[config.mk]
export PLATFORM = sky130hd
export DESIGN_NAME = mem_responder
export DESIGN_NICKNAME = d
export VERILOG_FILES = /design/src/rtl/mem_responder.sv
export SDC_FILE = /design/constraint.sdc
export NUM_CORES = 1
export LEC_CHECK = 0
export CORE_MARGIN = 4
export CORE_UTILIZATION = 47
export DETAILED_ROUTE_END_ITERATION = 6
export GPL_TIMING_DRIVEN = 0
export HOLD_SLACK_MARGIN = 0.06
export PLACE_DENSITY = 0.92
export SLEW_MARGIN = 5
export SYNTH_ARGS = -nofsm -noshare
export SYNTH_HDL_FRONTEND = slang
export SYNTH_SLANG_ARGS = --single-unit
[constraint.sdc]
create_clock -name clk -period 3.7 [get_ports clk]
set_clock_uncertainty 0.2 [all_clocks]
set_input_delay 0.37 -clock clk [delete_from_list [all_inputs] [get_ports clk]]
set_output_delay 0.37 -clock clk [all_outputs]
set_load 0.01 [all_outputs]
[src/rtl/mem_responder.sv]
// Single-outstanding memory responder: valid/ready request bus in front of a word-wide
// synchronous SRAM, returning lane-aligned, extended load data or an error flag.
module mem_responder #(
  parameter int DEPTH_WORDS = 4096,
  parameter int LATENCY     = 1,
  localparam int AW         = $clog2(DEPTH_WORDS)
) (
  input  logic          clk,
  input  logic          rst_n,
  input  logic          req_valid,
  output logic          req_ready,
  input  logic          req_we,
  input  logic [31:0]   req_addr,
  input  logic [2:0]    req_size,
  input  logic [31:0]   req_wdata,
  output logic          rsp_valid,
  input  logic          rsp_ready,
  output logic [31:0]   rsp_rdata,
  output logic          rsp_err,
  output logic          sram_en,
  output logic          sram_we,
  output logic [3:0]    sram_be,
  output logic [AW-1:0] sram_addr,
  output logic [31:0]   sram_wdata,
  input  logic [31:0]   sram_rdata
);

  // state  | meaning
  // IDLE   | ready for a request
  // ACCESS | one-cycle SRAM strobe (read or write)
  // WAIT   | read latency countdown, captures read data on terminal count
  // RESP   | response held until rsp_ready
  typedef enum logic [1:0] {S_IDLE, S_ACCESS, S_WAIT, S_RESP} state_t;

  localparam logic [31:0] DEPTH_U = DEPTH_WORDS;
  localparam logic [1:0]  LAT_M1  = 2'(LATENCY - 1);

  state_t        r_state;
  state_t        w_next;
  logic          r_we;
  logic [AW+1:0] r_addr;
  logic [2:0]    r_size;
  logic [31:0]   r_wdata;
  logic          r_err;
  logic [1:0]    r_cnt;
  logic [31:0]   r_hold;

  logic          w_accept;
  logic          w_req_err;
  logic [3:0]    w_be_st;
  logic [31:0]   w_wdata_st;
  logic [7:0]    w_byte;
  logic [15:0]   w_half;
  logic [31:0]   w_load;

  always_comb begin
    w_req_err = 1'b0;
    if (req_size == 3'b011 || req_size == 3'b110 || req_size == 3'b111)  w_req_err = 1'b1;
    if (req_we && req_size[2])                                           w_req_err = 1'b1;
    if (req_size[1:0] == 2'b01 && req_addr[0])                           w_req_err = 1'b1;
    if (req_size == 3'b010 && req_addr[1:0] != 2'b00)                    w_req_err = 1'b1;
    if ({2'b00, req_addr[31:2]} >= DEPTH_U)                              w_req_err = 1'b1;
  end

  assign w_accept = req_valid && (r_state == S_IDLE);

  always_comb begin
    w_next     = r_state;
    req_ready  = 1'b0;
    rsp_valid  = 1'b0;
    sram_en    = 1'b0;
    sram_we    = 1'b0;
    sram_be    = 4'b0000;
    case (r_state)
      S_IDLE: begin
        req_ready = 1'b1;
        if (w_accept) w_next = w_req_err ? S_RESP : S_ACCESS;
      end
      S_ACCESS: begin
        sram_en = 1'b1;
        sram_we = r_we;
        sram_be = r_we ? w_be_st : 4'b1111;
        w_next  = r_we ? S_RESP : S_WAIT;
      end
      S_WAIT: begin
        if (r_cnt == 2'd0) w_next = S_RESP;
      end
      S_RESP: begin
        rsp_valid = 1'b1;
        if (rsp_ready) w_next = S_IDLE;
      end
      default: w_next = S_IDLE;
    endcase
  end

  always_ff @(posedge clk or negedge rst_n) begin
    if (!rst_n) begin
      r_state <= S_IDLE;
      r_we    <= 1'b0;
      r_addr  <= '0;
      r_size  <= 3'b000;
      r_wdata <= 32'h0;
      r_err   <= 1'b0;
      r_cnt   <= 2'd0;
      r_hold  <= 32'h0;
    end else begin
      r_state <= w_next;
      if (w_accept) begin
        r_we    <= req_we;
        r_addr  <= req_addr[AW+1:0];
        r_size  <= req_size;
        r_wdata <= req_wdata;
        r_err   <= w_req_err;
      end
      if (r_state == S_ACCESS) r_cnt <= LAT_M1;
      if (r_state == S_WAIT) begin
        r_cnt <= r_cnt - 2'd1;
        if (r_cnt == 2'd0) r_hold <= sram_rdata;
      end
    end
  end

  always_comb begin
    case (r_size[1:0])
      2'b00:   w_be_st = 4'b0001 << r_addr[1:0];
      2'b01:   w_be_st = r_addr[1] ? 4'b1100 : 4'b0011;
      default: w_be_st = 4'b1111;
    endcase
    case (r_size[1:0])
      2'b00:   w_wdata_st = {4{r_wdata[7:0]}};
      2'b01:   w_wdata_st = {2{r_wdata[15:0]}};
      default: w_wdata_st = r_wdata;
    endcase
  end

  assign sram_addr  = r_addr[AW+1:2];
  assign sram_wdata = w_wdata_st;

  always_comb begin
    case (r_addr[1:0])
      2'd0:    w_byte = r_hold[7:0];
      2'd1:    w_byte = r_hold[15:8];
      2'd2:    w_byte = r_hold[23:16];
      default: w_byte = r_hold[31:24];
    endcase
    w_half = r_addr[1] ? r_hold[31:16] : r_hold[15:0];
    case (r_size)
      3'b000:  w_load = {{24{w_byte[7]}}, w_byte};
      3'b100:  w_load = {24'h0, w_byte};
      3'b001:  w_load = {{16{w_half[15]}}, w_half};
      3'b101:  w_load = {16'h0, w_half};
      default: w_load = r_hold;
    endcase
  end

  // Data and error are gated by state so an async reset clears them without a clock.
  assign rsp_rdata = (r_state == S_RESP && !r_err && !r_we) ? w_load : 32'h0;
  assign rsp_err   = (r_state == S_RESP) && r_err;

endmodule

==> summary.txt <==
outcome -> finished clean
P per Cell Area -> 855.3 nW/um^2
post-synthesis sequential area ratio -> 47.66%
Critical path buffers and inverters -> 3
adder-cell area share of the yosys netlist -> 1.369%
first-pass GRT wire length -> 21310 um
cell row count -> 35
DRC viols -> 0
P_leak -> 2.950 nW
simple-gate area share of the yosys netlist -> 7.642%
vias in the first global route -> 4122
post-synth top area share -> 47.66%
critical path required time -> 3.13 ns
VDD IR max -> 0.0005384 V
Die Y -> 106.6 um
TritonRoute pass-1 iters -> 4
delay-heaviest family, CP -> buffers and inverters
Synth area leader -> dfrtp_1
Final Cycle Share -> 91.16%
CTS resizes -> 0
CTS sink count -> 87
Placed Cells incl. Taps -> 712
Switch Pwr -> 0.002115 W
final wirelength -> 13670 um
H-tree Lvls -> 3
Total Routing Usage GR -> 24.03%
starting density of the core -> 48.74%
dpl hpwl -> 10620 um
max_slew headroom -> 46.73%
max cap viols -> 0
worst hold-check path type -> in -> async
GR Util met3 -> 8.429%
max-slew violations -> 0
clock group share of total power -> 12.3%
mux cell area share after synthesis -> 28.43%
combinational share of power -> 57.0%
post-route ant nets -> 0
Compound-Gate Fraction of Synth Area -> 8.299%
drt via density -> 5.284
crit-path cells -> ha_1 -> or3b_1 -> buf_2 -> nor2_2 -> buf_2 -> nand2_1 -> nand2_1 -> clkdlybuf4s50_1
PortBufs -> 188
busiest grt layer -> met2
Worst-path clk slew -> 0.09 ns
CP endpoint kind -> output port
CTS buffer count -> 9
Ports -> 189
largest family of logic cells by synthesized area -> multiplexers
Synth Cell Area -> 4568 um^2
CTS Buffer Depth -> 2
Post-synth ARST share -> 100.0%
Syn-to-layout area delta -> 50.15%
M2 GR Usage -> 42.13%
number of synthesized register bits -> 87
Worst path max stage delay -> 0.55 ns
count leader, synth -> mux2_2
met1 Use GR -> 27.25%
First DRT Iteration DRCs -> 157
Sequential Power Share -> 30.7%
core area -> 9371 um^2
CTS tree -> yes
Die Wd -> 106.6 um
gp weighted congestion -> 0.9431
filler-free cell count of the finished design -> 729
Internal -> 0.003752 W
dominant synthesized flop cell -> dfrtp_1
worst-path maximum fanout -> 10
via count -> 3852
largest net degree at the start of global routing -> 60
yosys synthesis warning count -> 0
synthesized net count -> 503
Synth top cells by count -> mux2_2 (100), dfrtp_1 (87), nand2_1 (46), buf_4 (20), a21oi_1 (16)
Remaining Overflow, GRT -> 0
Root Driver -> clkbuf_8
worst-margin pin slew -> 0.7990 ns
Yosys cell types -> 39
Final WS setup -> 0.3270 ns
crit path time final -> 3.373 ns
top cells by area, synth -> dfrtp_1 (48%), mux2_2 (25%), nand2_1 (3.8%), buf_4 (3.3%), mux2i_1 (3.3%)
crit start category -> register
initial antenna violation count -> 0
ant diodes -> 0
share of cells above drive strength 1 -> 26.33%
Final Net Count -> 704
f_max -> 296.5 MHz
Worst-Skew Late Latency -> 0.35 ns
crit path kind -> reg -> out
xor/xnor share of the synthesized area -> 0%
full die area -> 11360 um^2
Arr. time, crit path -> 2.80 ns
WL/cell -> 18.75 um
number of flops mapped to enable cells by yosys -> 0
RSZ-0062 raised after global routing -> no
final setup TNS -> 0 ns
slowest cell on the critical path -> clkdlybuf4s50_1
postcts setup bufs -> 0
syn avg cell area -> 11.59 um^2
Fin. Hold Viols -> 0
setup violators final -> 0
Mapped Cells -> 394
Net Sw Frac -> 36.06%
pre-CTS setup slack -> 0.7029 ns
==> metrics by stage <==
step,power [W],hold slack [ns],cell area [um^2],util (%)
after global placement,0.005014,0.2820,6611,70.55
final,0.005867,0.2983,6859,73.19
after CTS,0.005886,0.3049,6859,73.19
after global routing,0.006215,0.3178,6859,73.19
after detailed placement,0.005157,0.1364,6636,70.81
after floorplan,0.003653,-0.1256,4568,-
==> worst paths after layout <==
kind / slack, ns / cells after the start / to / from
setup reg to reg: 1.32 / 5 / r_wdata[20]$_DFFE_PN0P_ / r_state[0]$_DFFE_PN0P_
min in group clk: 0.31 / 1 / r_addr[5]$_DFFE_PN0P_ / r_addr[5]$_DFFE_PN0P_
setup / recovery: 0.33 / 8 / rsp_rdata[23] / r_state[1]$_DFFE_PN0P_
max in group asynchronous: 2.37 / 3 / r_addr[7]$_DFFE_PN0P_ / rst_n
hold / removal: 0.30 / 2 / r_hold[22]$_DFFE_PN0P_ / rst_n
hold reg to reg: 0.31 / 1 / r_addr[5]$_DFFE_PN0P_ / r_addr[5]$_DFFE_PN0P_
==> power groups by stage <==
stage / Clock, W / Combinational (W) / Sequential, W
floorplan: 0 / 0.00196 / 0.00169
global placement: 0 / 0.00324 / 0.00177
detailed placement: 0 / 0.00334 / 0.00181
CTS: 0.000732 / 0.00336 / 0.00180
global route: 0.000772 / 0.00358 / 0.00186
finish: 0.000721 / 0.00334 / 0.00180
==> timing repair <==
item	4_1_cts	5_1_grt
hold buffers	1	0
endpoints found under the setup margin	0	0
endpoints found under the hold margin	28	0
==> worst register-to-register path: cells and delay by family, from the launching register on <==
kind | cells | cell delay, ns
buffers and inverters | 2 | 0.70
AND/OR/NAND/NOR | 1 | 0.28
adder cells (fa/ha/maj) | 1 | 0.29
flip-flops | 1 | 0.39
multiplexers | 1 | 0.41
==> layout make-up <==
type | instances | area [um^2]
clock inverter | 6 | 85.08
clock buffer | 10 | 127.6
sequential | 87 | 2177
multi-input combinational | 253 | 2090
buffer | 41 | 252.7
fill | 668 | 2512
timing repair buffer | 190 | 1917
inverter | 13 | 48.80
tap | 129 | 161.4
==> flip-flops by register name (all words and copies together), names as in the netlist <==
signal,flops
r_hold,32
r_wdata,32
r_addr,14
r_size,3
r_cnt,2
r_state,2
r_err,1
r_we,1
==> logic make-up after synthesis <==
kind of cell,after synthesis
flops,87
mux,116
buf+inv,54
fa+ha+maj,5
compound gates,56
simple gates,76
==> routing by layer <==
metal	routed length [um]	up-vias
met3	1304	20
met4	246	0
met5	0	-
met2	6833	181
li1	-	1769
met1	5283	1882
==> cells in the final DEF, fill, tap and decap left out, types with 4 or more instances in the layout <==
cell | netlist | routed
clkdlybuf4s50_1 | 0 | 187
mux2_2 | 100 | 100
dfrtp_1 | 87 | 87
nand2_1 | 46 | 46
buf_4 | 20 | 21
a21oi_1 | 16 | 16
mux2i_1 | 15 | 15
o21ai_0 | 14 | 14
inv_1 | 12 | 12
clkbuf_8 | 0 | 9
a22oi_1 | 8 | 8
buf_2 | 7 | 7
clkbuf_1 | 6 | 7
nor2_1 | 6 | 6
o221a_2 | 6 | 6
buf_1 | 6 | 6
nor3_1 | 5 | 5
ha_1 | 5 | 5
nor4_1 | 4 | 4
Power figures use the tool's default switching activity.
